[config.mk]
export PLATFORM = sky130hd
export DESIGN_NAME = ctrl_unit_flat
export DESIGN_NICKNAME = d
export VERILOG_FILES = /design/src/rtl/ctrl_unit_if.sv /design/src/rtl/ctrl_unit.sv /design/src/flat_wrapper.sv
export SDC_FILE = /design/constraint.sdc
export NUM_CORES = 1
export LEC_CHECK = 0
export CAP_MARGIN = 40
export CORE_MARGIN = 2
export CORE_UTILIZATION = 39
export CTS_BUF_LIST = sky130_fd_sc_hd__clkbuf_8
export DETAILED_ROUTE_END_ITERATION = 16
export PLACE_DENSITY = 0.86
export SETUP_SLACK_MARGIN = 0.05
export SYNTH_ARGS = -nofsm -noshare
export SYNTH_HDL_FRONTEND = slang
export SYNTH_SLANG_ARGS = --single-unit
[constraint.sdc]
create_clock -name Clock -period 8.65 [get_ports Clock]
set_input_delay 2.595 -clock Clock [delete_from_list [all_inputs] [get_ports Clock]]
set_output_delay 2.595 -clock Clock [all_outputs]
set_load 0.03 [all_outputs]
[src/rtl/ctrl_unit_if.sv]
// Control bundle between the hardwired sequencer and the single-bus datapath.
interface ctrl_unit_if;
  logic        Run;
  logic        MemReady;
  logic [31:0] IR;
  logic        PCout, PCin, IncPC;
  logic        MARin, MDRin, MDRout, Read;
  logic        IRin, Yin;
  logic        ZLowin, ZHighin, ZLowout, ZHighout;
  logic        HIin, LOin;
  logic [15:0] Rin;
  logic [15:0] Rout;
  logic [4:0]  OP;
  logic        Busy, Halted, Illegal, MemFault;
  logic [31:0] InstrCount;

  modport master (
    input  Run, MemReady, IR,
    output PCout, PCin, IncPC, MARin, MDRin, MDRout, Read, IRin, Yin,
           ZLowin, ZHighin, ZLowout, ZHighout, HIin, LOin, Rin, Rout, OP,
           Busy, Halted, Illegal, MemFault, InstrCount
  );

  modport slave (
    output Run, MemReady, IR,
    input  PCout, PCin, IncPC, MARin, MDRin, MDRout, Read, IRin, Yin,
           ZLowin, ZHighin, ZLowout, ZHighout, HIin, LOin, Rin, Rout, OP,
           Busy, Halted, Illegal, MemFault, InstrCount
  );
endinterface

[src/rtl/ctrl_unit.sv]
// Hardwired fetch/decode/execute sequencer for the single-bus datapath; strobes decode from state.
// Optional retired-instruction counter enabled by INSTR_COUNT_EN (InstrCount tied to 0 otherwise).
module ctrl_unit #(
  parameter int unsigned MEM_WAIT_MAX = 15
) (
  input  logic         Clock,
  input  logic         Clear,
  ctrl_unit_if.master  cu
);

  typedef enum logic [3:0] {
    IDLE = 4'd0, T0 = 4'd1, T1 = 4'd2, T2 = 4'd3, T3 = 4'd4,
    T4 = 4'd5, T5 = 4'd6, T6 = 4'd7, HALT = 4'd8
  } state_t;

  localparam logic [4:0] OPC_NOP  = 5'b11000;
  localparam logic [4:0] OPC_HALT = 5'b11001;
  localparam logic [7:0] WAIT_LAST = 8'(MEM_WAIT_MAX - 1);

  state_t     state;
  logic [7:0] wait_cnt;
  logic       illegal;
  logic       mem_fault;
  logic [4:0] opc;
  logic       is_alu;
  logic       is_md;

  assign opc   = cu.IR[31:27];
  assign is_md = (opc == 5'b01110) || (opc == 5'b01111);

  always_comb begin
    case (opc)
      5'b00101, 5'b00110, 5'b00011, 5'b00100,
      5'b00111, 5'b01000, 5'b01001, 5'b01010: is_alu = 1'b1;
      default:                                is_alu = 1'b0;
    endcase
  end

  function automatic logic [4:0] op_map(input logic [4:0] o);
    case (o)
      5'b00101: op_map = 5'b00000;
      5'b00110: op_map = 5'b00001;
      5'b00011: op_map = 5'b00010;
      5'b00100: op_map = 5'b00011;
      5'b00111: op_map = 5'b00100;
      5'b01000: op_map = 5'b00101;
      5'b01001: op_map = 5'b00110;
      5'b01010: op_map = 5'b00111;
      5'b01110: op_map = 5'b01000;
      5'b01111: op_map = 5'b01001;
      default:  op_map = 5'b00000;
    endcase
  endfunction

  always_ff @(posedge Clock) begin
    if (!Clear) begin
      state     <= IDLE;
      wait_cnt  <= 8'd0;
      illegal   <= 1'b0;
      mem_fault <= 1'b0;
    end else begin
      case (state)
        IDLE: if (cu.Run) state <= T0;
        T0:   state <= T1;
        T1: begin
          if (cu.MemReady) begin
            wait_cnt <= 8'd0;
            state    <= T2;
          end else if (wait_cnt == WAIT_LAST) begin
            wait_cnt  <= 8'd0;
            mem_fault <= 1'b1;
            state     <= HALT;
          end else begin
            wait_cnt <= wait_cnt + 8'd1;
          end
        end
        T2: state <= T3;
        T3: begin
          if (is_alu || is_md)      state <= T4;
          else if (opc == OPC_HALT) state <= HALT;
          else begin
            // NOP and illegal opcodes both fall to the instruction boundary
            if (opc != OPC_NOP) illegal <= 1'b1;
            state <= cu.Run ? T0 : IDLE;
          end
        end
        T4: state <= T5;
        T5: if (is_md) state <= T6;
            else       state <= cu.Run ? T0 : IDLE;
        T6:   state <= cu.Run ? T0 : IDLE;
        HALT: state <= HALT;
        default: state <= IDLE;
      endcase
    end
  end

  always_comb begin
    cu.PCout = 1'b0; cu.PCin = 1'b0; cu.IncPC = 1'b0;
    cu.MARin = 1'b0; cu.MDRin = 1'b0; cu.MDRout = 1'b0; cu.Read = 1'b0;
    cu.IRin = 1'b0; cu.Yin = 1'b0;
    cu.ZLowin = 1'b0; cu.ZHighin = 1'b0; cu.ZLowout = 1'b0; cu.ZHighout = 1'b0;
    cu.HIin = 1'b0; cu.LOin = 1'b0;
    cu.Rin = 16'd0; cu.Rout = 16'd0; cu.OP = 5'd0;
    case (state)
      T0: begin
        cu.PCout = 1'b1; cu.MARin = 1'b1; cu.IncPC = 1'b1;
        cu.ZLowin = 1'b1; cu.ZHighin = 1'b1;
      end
      T1: begin
        cu.Read = 1'b1; cu.MDRin = 1'b1;
        if (cu.MemReady) begin
          cu.ZLowout = 1'b1; cu.PCin = 1'b1;
        end
      end
      T2: begin
        cu.MDRout = 1'b1; cu.IRin = 1'b1;
      end
      T3: if (is_alu || is_md) begin
        cu.Rout = 16'd1 << cu.IR[22:19];
        cu.Yin  = 1'b1;
      end
      T4: begin
        cu.Rout    = 16'd1 << cu.IR[18:15];
        cu.OP      = op_map(opc);
        cu.ZLowin  = 1'b1;
        cu.ZHighin = 1'b1;
      end
      T5: begin
        cu.ZLowout = 1'b1;
        if (is_md) cu.LOin = 1'b1;
        else       cu.Rin  = 16'd1 << cu.IR[26:23];
      end
      T6: begin
        cu.ZHighout = 1'b1; cu.HIin = 1'b1;
      end
      default: ;
    endcase
  end

  assign cu.Busy     = (state != IDLE) && (state != HALT);
  assign cu.Halted   = (state == HALT);
  assign cu.Illegal  = illegal;
  assign cu.MemFault = mem_fault;

`ifdef INSTR_COUNT_EN
  logic        retire;
  logic [31:0] instr_cnt;

  assign retire = ((state == T3) && ((opc == OPC_NOP) || (opc == OPC_HALT)))
               || ((state == T5) && !is_md)
               ||  (state == T6);

  always_ff @(posedge Clock) begin
    if (!Clear)      instr_cnt <= 32'd0;
    else if (retire) instr_cnt <= instr_cnt + 32'd1;
  end

  assign cu.InstrCount = instr_cnt;
`else
  assign cu.InstrCount = 32'd0;
`endif

endmodule

[src/flat_wrapper.sv]
// flat-port wrapper written by rule: the top's interface ports become plain ports
module ctrl_unit_flat 
#(
  parameter int unsigned MEM_WAIT_MAX = 15
)
  (Clock, Clear, cu_Run, cu_MemReady, cu_IR, cu_PCout, cu_PCin, cu_IncPC, cu_MARin, cu_MDRin, cu_MDRout, cu_Read, cu_IRin, cu_Yin, cu_ZLowin, cu_ZHighin, cu_ZLowout, cu_ZHighout, cu_HIin, cu_LOin, cu_Rin, cu_Rout, cu_OP, cu_Busy, cu_Halted, cu_Illegal, cu_MemFault, cu_InstrCount);
  ctrl_unit_if cu_i ();
  input  logic Clock;
  input  logic Clear;
  input wire logic [$bits(cu_i.Run)-1:0] cu_Run;
  input wire logic [$bits(cu_i.MemReady)-1:0] cu_MemReady;
  input wire logic [$bits(cu_i.IR)-1:0] cu_IR;
  output wire logic [$bits(cu_i.PCout)-1:0] cu_PCout;
  output wire logic [$bits(cu_i.PCin)-1:0] cu_PCin;
  output wire logic [$bits(cu_i.IncPC)-1:0] cu_IncPC;
  output wire logic [$bits(cu_i.MARin)-1:0] cu_MARin;
  output wire logic [$bits(cu_i.MDRin)-1:0] cu_MDRin;
  output wire logic [$bits(cu_i.MDRout)-1:0] cu_MDRout;
  output wire logic [$bits(cu_i.Read)-1:0] cu_Read;
  output wire logic [$bits(cu_i.IRin)-1:0] cu_IRin;
  output wire logic [$bits(cu_i.Yin)-1:0] cu_Yin;
  output wire logic [$bits(cu_i.ZLowin)-1:0] cu_ZLowin;
  output wire logic [$bits(cu_i.ZHighin)-1:0] cu_ZHighin;
  output wire logic [$bits(cu_i.ZLowout)-1:0] cu_ZLowout;
  output wire logic [$bits(cu_i.ZHighout)-1:0] cu_ZHighout;
  output wire logic [$bits(cu_i.HIin)-1:0] cu_HIin;
  output wire logic [$bits(cu_i.LOin)-1:0] cu_LOin;
  output wire logic [$bits(cu_i.Rin)-1:0] cu_Rin;
  output wire logic [$bits(cu_i.Rout)-1:0] cu_Rout;
  output wire logic [$bits(cu_i.OP)-1:0] cu_OP;
  output wire logic [$bits(cu_i.Busy)-1:0] cu_Busy;
  output wire logic [$bits(cu_i.Halted)-1:0] cu_Halted;
  output wire logic [$bits(cu_i.Illegal)-1:0] cu_Illegal;
  output wire logic [$bits(cu_i.MemFault)-1:0] cu_MemFault;
  output wire logic [$bits(cu_i.InstrCount)-1:0] cu_InstrCount;
  assign cu_i.Run = cu_Run;
  assign cu_i.MemReady = cu_MemReady;
  assign cu_i.IR = cu_IR;
  assign cu_PCout = cu_i.PCout;
  assign cu_PCin = cu_i.PCin;
  assign cu_IncPC = cu_i.IncPC;
  assign cu_MARin = cu_i.MARin;
  assign cu_MDRin = cu_i.MDRin;
  assign cu_MDRout = cu_i.MDRout;
  assign cu_Read = cu_i.Read;
  assign cu_IRin = cu_i.IRin;
  assign cu_Yin = cu_i.Yin;
  assign cu_ZLowin = cu_i.ZLowin;
  assign cu_ZHighin = cu_i.ZHighin;
  assign cu_ZLowout = cu_i.ZLowout;
  assign cu_ZHighout = cu_i.ZHighout;
  assign cu_HIin = cu_i.HIin;
  assign cu_LOin = cu_i.LOin;
  assign cu_Rin = cu_i.Rin;
  assign cu_Rout = cu_i.Rout;
  assign cu_OP = cu_i.OP;
  assign cu_Busy = cu_i.Busy;
  assign cu_Halted = cu_i.Halted;
  assign cu_Illegal = cu_i.Illegal;
  assign cu_MemFault = cu_i.MemFault;
  assign cu_InstrCount = cu_i.InstrCount;
  ctrl_unit #(.MEM_WAIT_MAX(MEM_WAIT_MAX)) u_core (.Clock(Clock), .Clear(Clear), .cu(cu_i));
endmodule
==> reports/qor.yml <==
required_ns: 6.06
clock_skew_ns: 0.0008812
power_frac_comb: 0.534
start_util: 0.4002
route.vias.total: 1868
tightest_slew_ns: 0.5908
finalMaxSlewViolations: 0
track_usage: 0.1720
drive_gt1_frac: 0.05298
area_delta_synth_final_pct: 36.52
seq_power_share: 0.258
ctsHoldBuffers: 0
swShare: 0.4542
ys.flop_type: "dfxtp_1"
seq_area_sq_um: 280.3
p_clk_frac: 0.207
grt_pass1_vias: 1690
drt_wl_total_um: 4393
async_flop_share: 0
fin_nets: 346
post-route-min-period_ns: 7.913
routedWlPerCell_um: 12.41
hold_path.class: "flip-flop to flip-flop"
place_congestion: 0.8401
grt_max_degree: 12
p_leak_nw: 0.9175
ant_nets: 0
fin_tns_setup_ns: 0
p_switching_mw: 0.1416
hold_viol_final: 0
clk_latency_ns: 0.25
num_rows: 24
fp.dieArea_sq_um: 4986
ir_worst_vdd_v: 0.00008743
syn_area_sq_um: 1730
antennaDiodeCount: 0
avgSynthCellArea_sq_um: 7.210
dpl_cell_area_sq_um: 2307
dp_hpwl_um: 3576
slew_headroom: 0.6008
coreArea_sq_um: 4324
drtIter0Drc: 43
ys_seq_elements: 14
min_period_over_period: 0.9148
clock_sinks: 14
fillerInstances: 425
clockBufferDepth: 2
end_kind: "output pin"
ys_seq_area_frac: 0.1620
postLayoutCellArea_sq_um: 2362
drc_errors: 0
worst_hold_slack_ns: 0.4697
internal-power_mw: 0.1702
crit_path_start_kind: "input port"
worstPathCellList: "clkdlybuf4s50_1 > ha_1 > nor3_1 > a2111oi_2 > and2_1 > nand3b_1 > o22ai_1 > clkdlybuf4s50_1"
cts_buffers: 3
multi_input_area_sq_um: 1177
ioPinCount: 124
first_pass_iters: 4
via_per_inst: 5.277
criticalPathCategory: "input port to output pin"
crit_top_cell: "clkdlybuf4s50_1"
syn_inst: 240
yosysUniqueCellTypes: 50
run_status: "finished, final reports clean"
cts_setup_buffers: 0
crit_path_max_incr_delay_ns: 0.69
critPathBufInv: 2
p_per_area_nw_per_um2: 132.0
antenna_found_initial: 0
drv_cap: 0
cp_max_fo: 7
tritoncts: "built"
post_cts_resized: 0
critPathTopFamily: "buffers and inverters"
root_buffer: "clkbuf_8"
port_buffers: 75
ctsHtreeMaxLevel: 1
max_freq_ghz: 0.1264
die_w_um: 70.61
cp_data_arrival_time_ns: 5.32
crit_path_top_delay_cell: "clkdlybuf4s50_1"
rsz0062_at_grt: "no"
synth_edf_count: 0
path_clk_slew_ns: 0.06
gr-total-overflow: 0
fin_util: 0.5463
dieHeight_um: 70.61
setup_viol: 0
grt_pass1_wl_um: 7307
ys_warn_count: 0
-- cell families (layout without fill, tap and decap cells) --
kind of cell / count (synthesis) / count (layout) / synth area share
AOI/OAI and AO/OA: 49 / 49 / 0.1829
xor gates and xnor gates: 1 / 1 / 0.005062
adders and majority gates: 7 / 7 / 0.05061
buffers and inverters: 58 / 88 / 0.2270
DFF: 14 / 14 / 0.1620
muxes: 1 / 1 / 0.005785
other: 1 / 33 / 0.002167
and+or+nand+nor: 109 / 109 / 0.3644
-- worst reg2reg max path, stage by stage, from the launching register on --
cell and delay, ns:
dfxtp_1 0.43, or4b_4 0.67, nor2_8 0.14, nand3_4 0.12
o211ai_1 0.21, o21a_1 0.13
-- power by group through the flow --
| stage | Clock [mW] | Combinational, mW | Sequential (mW) |
|---|---|---|---|
| final | 0.0646 | 0.167 | 0.0806 |
| after global routing | 0.0686 | 0.178 | 0.0821 |
| after CTS | 0.0661 | 0.167 | 0.0800 |
| after detailed placement | 0 | 0.166 | 0.0813 |
| after global placement | 0 | 0.163 | 0.0811 |
| after floorplan | 0 | 0.144 | 0.0734 |
-- path summary, 6_finish.rpt --
check | cells after the start | endpoint | slack, ns | from
worst max-delay path | 8 | cu_Rout[14] | 0.74 | cu_IR[27]
worst min-delay path | 1 | u_core.cu.MemFault | 0.47 | u_core.cu.MemFault
worst max register to register | 5 | u_core.wait_cnt[5] | 6.91 | u_core.state[2]
worst min register to register | 1 | u_core.cu.MemFault | 0.47 | u_core.cu.MemFault
-- routing by layer --
metal / global-route usage / vias up / share of wire
met4: 0.05660 / 0 / 0.016
li1: - / 906 / -
met5: 0 / - / 0
met3: 0.02279 / 7 / 0.071
met2: 0.3155 / 80 / 0.50
met1: 0.2068 / 875 / 0.41
-- state kept, by name (all words and copies together) (netlist names) --
signal,cells
u_core.wait_cnt,8
u_core.state,4
u_core.cu.Illegal,1
u_core.cu.MemFault,1
-- placed cells by master (no fill, tap or decap), drive strengths merged, types with 3 or more instances in the layout --
master	instances
conb	33
dfxtp	14
nand2	15
nand2b	7
nor3b	3
nor3	17
nor2	25
inv	9
nand3b	5
clkbuf	4
a21oi	9
and2	5
nor4	3
o21a	4
or3	3
a21o	3
o21ai	9
nand3	10
nor2b	4
o22ai	16
ha	7
clkdlybuf4s50	75
-- layout make-up --
type / count / area share
tap: 52 / 0.02754
timing repair buffer: 75 / 0.3178
multi-input combinational: 200 / 0.4984
inverter: 9 / 0.01430
clock buffer: 4 / 0.02331
sequential: 14 / 0.1186
-- cells in the mapped netlist, types with 2 or more instances --
library cell | n | area [sq um]
nand3_1 | 8 | 40.04
or3_1 | 2 | 12.51
nand2_1 | 15 | 56.30
nand4_1 | 2 | 12.51
a21o_1 | 3 | 22.52
o21a_1 | 4 | 30.03
o21ai_0 | 9 | 45.04
and2_1 | 5 | 31.28
buf_6 | 2 | 22.52
inv_1 | 9 | 33.78
nor2b_1 | 4 | 25.02
or2_2 | 2 | 12.51
nand3b_1 | 4 | 30.03
a21oi_1 | 9 | 45.04
ha_1 | 7 | 87.58
nor3b_1 | 3 | 22.52
clkbuf_1 | 3 | 11.26
nor2_1 | 24 | 90.09
and3_1 | 2 | 12.51
o22ai_1 | 16 | 100.1
nor4_1 | 3 | 18.77
dfxtp_1 | 14 | 280.3
buf_4 | 42 | 315.3
nor3_1 | 17 | 85.08
nand2b_1 | 6 | 37.54
-- per-stage QoR --
step / power, mW / std cells / worst slack (ns)
2_1_floorplan: 0.2177 / 272 / 1.767
3_3_place_gp: 0.2442 / 350 / 0.8260
3_5_place_dp: 0.2473 / 350 / 0.7523
4_1_cts: 0.3127 / 354 / 0.7562
5_1_grt: 0.3292 / 354 / 0.5998
6_report: 0.3118 / 354 / 0.7374
No activity file was read; power rests on OpenSTA's default activity.
